$ cat config.mk
export PLATFORM = sky130hd
export DESIGN_NAME = alu_issue_scheduler
export DESIGN_NICKNAME = d
export VERILOG_FILES = /design/src/rtl/alu_issue_scheduler.sv
export SDC_FILE = /design/constraint.sdc
export NUM_CORES = 2
export LEC_CHECK = 0
export ABC_AREA = 1
export CORE_MARGIN = 2
export CORE_UTILIZATION = 45
export CTS_CLUSTER_SIZE = 28
export DETAILED_ROUTE_END_ITERATION = 7
export DONT_BUFFER_PORTS = 1
export PLACE_DENSITY = 0.73
export SLEW_MARGIN = 20
export SYNTH_ARGS = -nofsm -noshare
export SYNTH_HDL_FRONTEND = slang
export SYNTH_SLANG_ARGS = --single-unit
$ cat constraint.sdc
create_clock -name clk -period 7.6 [get_ports clk]
set_input_delay 0.38 -clock clk [delete_from_list [all_inputs] [get_ports clk]]
set_output_delay 0.38 -clock clk [all_outputs]
set_load 0.01 [all_outputs]
$ cat src/rtl/alu_issue_scheduler.sv
// ALU reservation-station issue scheduler.
// Holds up to DEPTH dispatched ALU micro-ops. It wakes their sources from CDB broadcasts and
// issues the oldest fully-ready entry to the ALU over a valid/ready handshake.
//
// Ports:
//   clk, reset              clock and synchronous active-high reset
//   flush                   mispredict flush; drops every entry, suppresses issue and dispatch
//   disp_*                  dispatch offer (valid/ready) and micro-op payload
//   cdb_valid, cdb_tag      completion broadcast used for source wakeup
//   issue_valid/ready       handshake to the ALU
//   issue_*                 payload of the selected entry (zero when nothing is eligible)
//   occupancy               registered count of valid entries
module alu_issue_scheduler #(
  parameter int unsigned DEPTH = 8,
  parameter int unsigned TAG_W = 7,
  parameter int unsigned AGE_W = 3
) (
  input  logic             clk,
  input  logic             reset,
  input  logic             flush,
  input  logic             disp_valid,
  output logic             disp_ready,
  input  logic [6:0]       disp_opcode,
  input  logic [TAG_W-1:0] disp_prd,
  input  logic [TAG_W-1:0] disp_pr1,
  input  logic             disp_pr1_ready,
  input  logic [TAG_W-1:0] disp_pr2,
  input  logic             disp_pr2_ready,
  input  logic [31:0]      disp_imm,
  input  logic [3:0]       disp_rob_index,
  input  logic             cdb_valid,
  input  logic [TAG_W-1:0] cdb_tag,
  output logic             issue_valid,
  input  logic             issue_ready,
  output logic [6:0]       issue_opcode,
  output logic [TAG_W-1:0] issue_prd,
  output logic [TAG_W-1:0] issue_pr1,
  output logic [TAG_W-1:0] issue_pr2,
  output logic [31:0]      issue_imm,
  output logic [3:0]       issue_rob_index,
  output logic [AGE_W:0]   occupancy
);

  localparam int unsigned OccW = AGE_W + 1;
  localparam logic [AGE_W-1:0] AgeMax = AGE_W'(DEPTH - 1);

  typedef struct packed {
    logic [6:0]       opcode;
    logic [TAG_W-1:0] prd;
    logic [TAG_W-1:0] pr1;
    logic [TAG_W-1:0] pr2;
    logic [31:0]      imm;
    logic [3:0]       rob;
  } entry_t;

  entry_t           ent_q     [DEPTH];
  entry_t           ent_d     [DEPTH];
  logic             valid_q   [DEPTH];
  logic             valid_d   [DEPTH];
  logic             pr1_rdy_q [DEPTH];
  logic             pr1_rdy_d [DEPTH];
  logic             pr2_rdy_q [DEPTH];
  logic             pr2_rdy_d [DEPTH];
  logic [AGE_W-1:0] age_q     [DEPTH];
  logic [AGE_W-1:0] age_d     [DEPTH];
  logic [OccW-1:0]  occ_q, occ_d;

  logic             sel_found;
  logic [AGE_W-1:0] sel_idx;
  logic [AGE_W-1:0] sel_age;
  logic             free_found;
  logic [AGE_W-1:0] free_idx;
  logic             disp_fire;
  logic             issue_fire;
  logic             wr_pr1_rdy;
  logic             wr_pr2_rdy;
  entry_t           sel_ent;

  // Oldest eligible entry wins; strict compare keeps the lower index on a saturated-age tie.
  always_comb begin
    sel_found = 1'b0;
    sel_idx   = '0;
    sel_age   = '0;
    for (int i = 0; i < DEPTH; i++) begin
      if (valid_q[i] && pr1_rdy_q[i] && pr2_rdy_q[i] && (!sel_found || age_q[i] > sel_age)) begin
        sel_found = 1'b1;
        sel_idx   = AGE_W'(i);
        sel_age   = age_q[i];
      end
    end
  end

  always_comb begin
    free_found = 1'b0;
    free_idx   = '0;
    for (int i = 0; i < DEPTH; i++) begin
      if (!valid_q[i] && !free_found) begin
        free_found = 1'b1;
        free_idx   = AGE_W'(i);
      end
    end
  end

  assign disp_ready  = occ_q < OccW'(DEPTH);
  assign issue_valid = sel_found && !flush;
  assign issue_fire  = issue_valid && issue_ready;
  assign disp_fire   = disp_valid && disp_ready && free_found && !flush;
  assign occupancy   = occ_q;

  // Write-time bypass: x0 and a same-cycle broadcast both count as ready.
  assign wr_pr1_rdy = disp_pr1_ready || (disp_pr1 == '0) || (cdb_valid && (cdb_tag == disp_pr1));
  assign wr_pr2_rdy = disp_pr2_ready || (disp_pr2 == '0) || (cdb_valid && (cdb_tag == disp_pr2));

  assign sel_ent         = sel_found ? ent_q[sel_idx] : '0;
  assign issue_opcode    = sel_ent.opcode;
  assign issue_prd       = sel_ent.prd;
  assign issue_pr1       = sel_ent.pr1;
  assign issue_pr2       = sel_ent.pr2;
  assign issue_imm       = sel_ent.imm;
  assign issue_rob_index = sel_ent.rob;

  always_comb begin
    ent_d     = ent_q;
    valid_d   = valid_q;
    pr1_rdy_d = pr1_rdy_q;
    pr2_rdy_d = pr2_rdy_q;
    age_d     = age_q;
    occ_d     = occ_q;
    if (flush) begin
      for (int i = 0; i < DEPTH; i++) begin
        valid_d[i] = 1'b0;
        age_d[i]   = '0;
      end
      occ_d = '0;
    end else begin
      for (int i = 0; i < DEPTH; i++) begin
        if (cdb_valid && valid_q[i]) begin
          if (ent_q[i].pr1 == cdb_tag) pr1_rdy_d[i] = 1'b1;
          if (ent_q[i].pr2 == cdb_tag) pr2_rdy_d[i] = 1'b1;
        end
        // Age only advances on dispatch, so relative order among survivors never changes.
        if (disp_fire && valid_q[i] && !(issue_fire && sel_idx == AGE_W'(i))
            && age_q[i] != AgeMax) begin
          age_d[i] = age_q[i] + AGE_W'(1);
        end
      end
      if (issue_fire) valid_d[sel_idx] = 1'b0;
      // free_idx comes from registered valids, so a slot freed this cycle is never reused.
      if (disp_fire) begin
        valid_d[free_idx]   = 1'b1;
        age_d[free_idx]     = '0;
        pr1_rdy_d[free_idx] = wr_pr1_rdy;
        pr2_rdy_d[free_idx] = wr_pr2_rdy;
        ent_d[free_idx]     = '{opcode: disp_opcode, prd: disp_prd, pr1: disp_pr1,
                                pr2: disp_pr2, imm: disp_imm, rob: disp_rob_index};
      end
      unique case ({disp_fire, issue_fire})
        2'b10:   occ_d = occ_q + OccW'(1);
        2'b01:   occ_d = occ_q - OccW'(1);
        default: occ_d = occ_q;
      endcase
    end
  end

  always_ff @(posedge clk) begin
    if (reset) begin
      for (int i = 0; i < DEPTH; i++) begin
        ent_q[i]     <= '0;
        valid_q[i]   <= 1'b0;
        pr1_rdy_q[i] <= 1'b0;
        pr2_rdy_q[i] <= 1'b0;
        age_q[i]     <= '0;
      end
      occ_q <= '0;
    end else begin
      ent_q     <= ent_d;
      valid_q   <= valid_d;
      pr1_rdy_q <= pr1_rdy_d;
      pr2_rdy_q <= pr2_rdy_d;
      age_q     <= age_d;
      occ_q     <= occ_d;
    end
  end

endmodule

==> run summary <==
The final worst setup slack is -1.749 ns. Synthesis produced a netlist with a net count of 4466. Relative to the synthesized area, the layout overhead comes to 22.45%. The number of CTS-inserted buffers was 61. Along the worst path, the maximum fanout reaches 8. STA classifies the critical path endpoint as an output port. The flip-flop cell with the highest count after synthesis was sky130_fd_sc_hd__dfxtp_1. The type of the worst min-delay path is input port to flop. The tools report the routability congestion estimate from global placement as 0.9077. The later pin in the worst-skew pair is clocked with a latency of 0.65 ns. For the wire length of the first global-routing pass, the log shows 150.1 mm. After synthesis the netlist holds a flip-flop and latch count of 564. With fillers left out, the area of the finished cells amounts to 35890 um2. The final number of setup-violating endpoints is 96, and the area of the placeable core is 64460 um2. The run finished, with violations left.

For this design the ratio of total power to cell area is 179.0 nW/um2. Across the run, the number of max-cap violations was 0. Data on the critical path arrives at its endpoint at 8.97 ns.

Setup repair after global routing could not meet its margin everywhere. The number of remaining DRC errors is 1, and the final critical path time including I/O delays and setup is 9.349 ns. The clock passes through at most 3 buffers.

The transition time of the tightest slew-check pin works out to 1.093 ns. Kind of critical path: flop to output port. Based on the critical path, the design can be clocked at up to 0.1070 GHz. The tools report the number of search-and-repair iterations in the first detailed-routing pass as 8. The post-synthesis instance total is 4346. The post-synthesis cell type count came out at 49. A synthesized cell averages 6.744 um2. The run gives 67190 um2 as the die footprint. The max-slew violation count is 0.

The Yosys step of the flow raised 0 warnings. The run gives 2 as the H-tree depth reported by CTS. Among cell families on the critical path, the largest total delay comes from simple AND/OR/NAND/NOR gates.

In the routed layout, each cell is associated on average with a via count of 5.618. Yosys attributes the largest share of cell area to sky130_fd_sc_hd__dfxtp_1 (39%), sky130_fd_sc_hd__a21oi_1 (9.8%), sky130_fd_sc_hd__o21ai_0 (9.4%), sky130_fd_sc_hd__inv_1 (8.4%), sky130_fd_sc_hd__nand2_1 (7.7%). The critical path's largest stage delay was 0.35 ns. The root buffer cell chosen for the clock tree is sky130_fd_sc_hd__clkbuf_16. 149 I/O pins were placed. The proportion of synthesized chip area in sequential cells is 0.3852, and the utilization after layout is 0.5567. The depth of the worst register-to-register path is 72.

The global-route usage over all layers was 0.2770. The proportion of layout cells with a drive suffix above 1 works out to 0.1567. The first routing iteration left 3523 violations.

The number of buffers and inverters on the critical path is 6. The most frequent cell on the critical path was sky130_fd_sc_hd__nand2_2. The tools report the worst-case vdd ir drop as 0.1812 mV. The number of nets at the end of the flow was 4497; the pin count of the biggest net entering global routing was 237. Master of the slowest instance on the critical path: sky130_fd_sc_hd__dfxtp_2. Share of synthesized flip-flops with an asynchronous set or reset: 0. The placed instances occupy a cell area of 30670 um2. The number of cells on the worst hold path was 3. The portion of the clock cycle consumed by the worst path in the final layout works out to 1.230.

For the half-perimeter wire length after placement, the log shows 55.58 mm. Once detail routing completed, the nets flagged for antenna violations numbered 0. After floorplanning, the core was divided into 93 placement rows. Global routing finished with a remaining overflow of 0. Effective utilization at floorplan: 0.4546. The mapped netlist covers 29310 um2.

The routed design has 100.4 mm of wire. The number of global-route vias before repair is 26660, and the clock transition at the register clock pins on the worst setup and hold paths after CTS is 0.06 ns. The tools report the category of the worst setup path launch point as a flop.

The logs give 0.01461 uW for the leakage power of the design and 0 for the hold violation total from the final report. The required time at the worst-slack endpoint is 7.22 ns, and the count of input and output buffers is 0. The die is 259.2 um tall. The post-synthesis cell type with the largest combined area is sky130_fd_sc_hd__dfxtp_1. Counting the fill cells in the layout gives 5994.

The checks that failed: design-rule violations, negative setup slack. The tools report the initial antenna violation count as 5. The critical path runs through a total of 69 cells.

In the final routed layout, each cell accounts on average for 19.00 um. The floorplan step set the die width to 259.2 um. For the worst slew margin relative to its limit, the log shows 0.2615. TritonCTS built the clock tree. Clock skew on the completed layout was measured at 0.03532 ns.

The detailed-route via count was 29700; the fraction of synthesized cell area taken by the top area cell type was 0.3852. The tools report the total number of clock tree sinks as 564. The number of flops mapped to enable cells by yosys works out to 0.
cells in the mapped netlist (all sizes together), types with 12 or more instances:
cell    count
nor2      258
xnor2      13
a211oi     12
buf       202
o22ai      14
inv       667
nand4     151
ha         40
nand2     620
o21ai     553
nand3     441
clkbuf    145
xor2       20
a221oi     12
dfxtp     564
a21oi     576
worst min-delay path: cells and delay by family:
family	cells	cell delay, ns
AOI/OAI and AO/OA	2	0.16
and+or+nand+nor	1	0.12
stage by stage:
stage | std cells | setup TNS [ns] | total power (uW) | hold slack, ns | setup WS [ns]
after floorplan | 4346 | -13.34 | 3297 | 0.4297 | -0.2134
after CTS | 5257 | -67.56 | 6441 | 0.01917 | -1.051
after detailed placement | 4997 | -60.76 | 3336 | 0.4441 | -0.7878
final | 5287 | -129.43 | 6424 | 0.06659 | -1.749
after global routing | 5286 | -165.12 | 6623 | 0.08571 | -2.120
after global placement | 4997 | -37.94 | 3331 | 0.4395 | -0.5385
layout make-up:
class,count,area [um2],area share
multi-input cells,2767,15200,0.4235
repair buffers,314,3701,0.1031
clock inverters,24,255.2,0.007112
diodes,4,10.01,0.0002789
flip-flops and latches,564,11300,0.3148
well taps,855,1070,0.02981
clock buffers,90,1815,0.05059
inverters,669,2541,0.07081
registers in the layout (all words and copies together) (netlist names):
name       flops
ent_q        512
age_q         24
pr1_rdy_q      8
pr2_rdy_q      8
valid_q        8
occupancy      4
placed cells by master (no fill, tap or decap), types with 29 or more instances in the layout:
cell and count:
sky130_fd_sc_hd__nand2_1 497, sky130_fd_sc_hd__ha_1 29, sky130_fd_sc_hd__o21ai_0 535, sky130_fd_sc_hd__nand2_4 43, sky130_fd_sc_hd__buf_12 50, sky130_fd_sc_hd__buf_4 165
sky130_fd_sc_hd__clkbuf_16 68, sky130_fd_sc_hd__nor2_1 140, sky130_fd_sc_hd__nor2_4 36, sky130_fd_sc_hd__nor2_2 81, sky130_fd_sc_hd__dfxtp_1 561, sky130_fd_sc_hd__nand2_2 77
sky130_fd_sc_hd__inv_1 646, sky130_fd_sc_hd__nand3_2 33, sky130_fd_sc_hd__dlygate4sd3_1 66, sky130_fd_sc_hd__nand3_1 401, sky130_fd_sc_hd__nand4_1 149, sky130_fd_sc_hd__a21oi_1 567
power by group:
| group | switching (uW) | internal [uW] | leakage (uW) | total [uW] |
|---|---|---|---|---|
| Combinational | 239 | 117 | 0.00903 | 356 |
| Sequential | 11.3 | 2990 | 0.00456 | 3000 |
| Clock | 1280 | 1780 | 0.00103 | 3070 |
| Total | 1530 | 4890 | 0.0146 | 6420 |
final timing paths:
check | slack [ns] | startpoint | end
worst max-delay path | -1.75 | pr1_rdy_q[7]$_SDFFE_PP0N_ | issue_imm[17]
worst min-delay path | 0.07 | reset | occupancy[3]$_SDFFE_PP0P_
worst min register to register | 0.45 | ent_q[451]$_SDFFE_PP0P_ | ent_q[451]$_SDFFE_PP0P_
worst max register to register | -0.97 | pr1_rdy_q[7]$_SDFFE_PP0N_ | age_q[11]$_SDFF_PP0_
what timing repair did:
item	CTS	global route
cloned	12	9
hold buffers	66	0
endpoints found under the setup margin	96	96
setup buffers	68	18
pin swaps	100	112
gates resized for setup	133	184
hold endpoints to repair	519	0
kinds of logic (layout without fill, tap and decap cells):
family | Yosys count | in the layout | synth area share
simple gates | 1492 | 1493 | 0.2305
flops | 564 | 564 | 0.3852
fa+ha+maj | 41 | 41 | 0.01776
compound gates | 1200 | 1200 | 0.2125
buf+inv | 1016 | 1097 | 0.1441
xor+xnor | 33 | 33 | 0.009862
other cells | 0 | 4 | 0
metal layers:
| metal | vias to the layer above | track usage | wire length [um] |
|---|---|---|---|
| met1 | 13730 | 0.3617 | 40460 |
| met4 | 2 | 0.1028 | 3912 |
| met3 | 288 | 0.04921 | 9326 |
| met2 | 1348 | 0.4571 | 46720 |
| li1 | 14340 | - | - |
| met5 | - | 0 | 13 |
No activity file was read; power rests on OpenSTA's default activity.
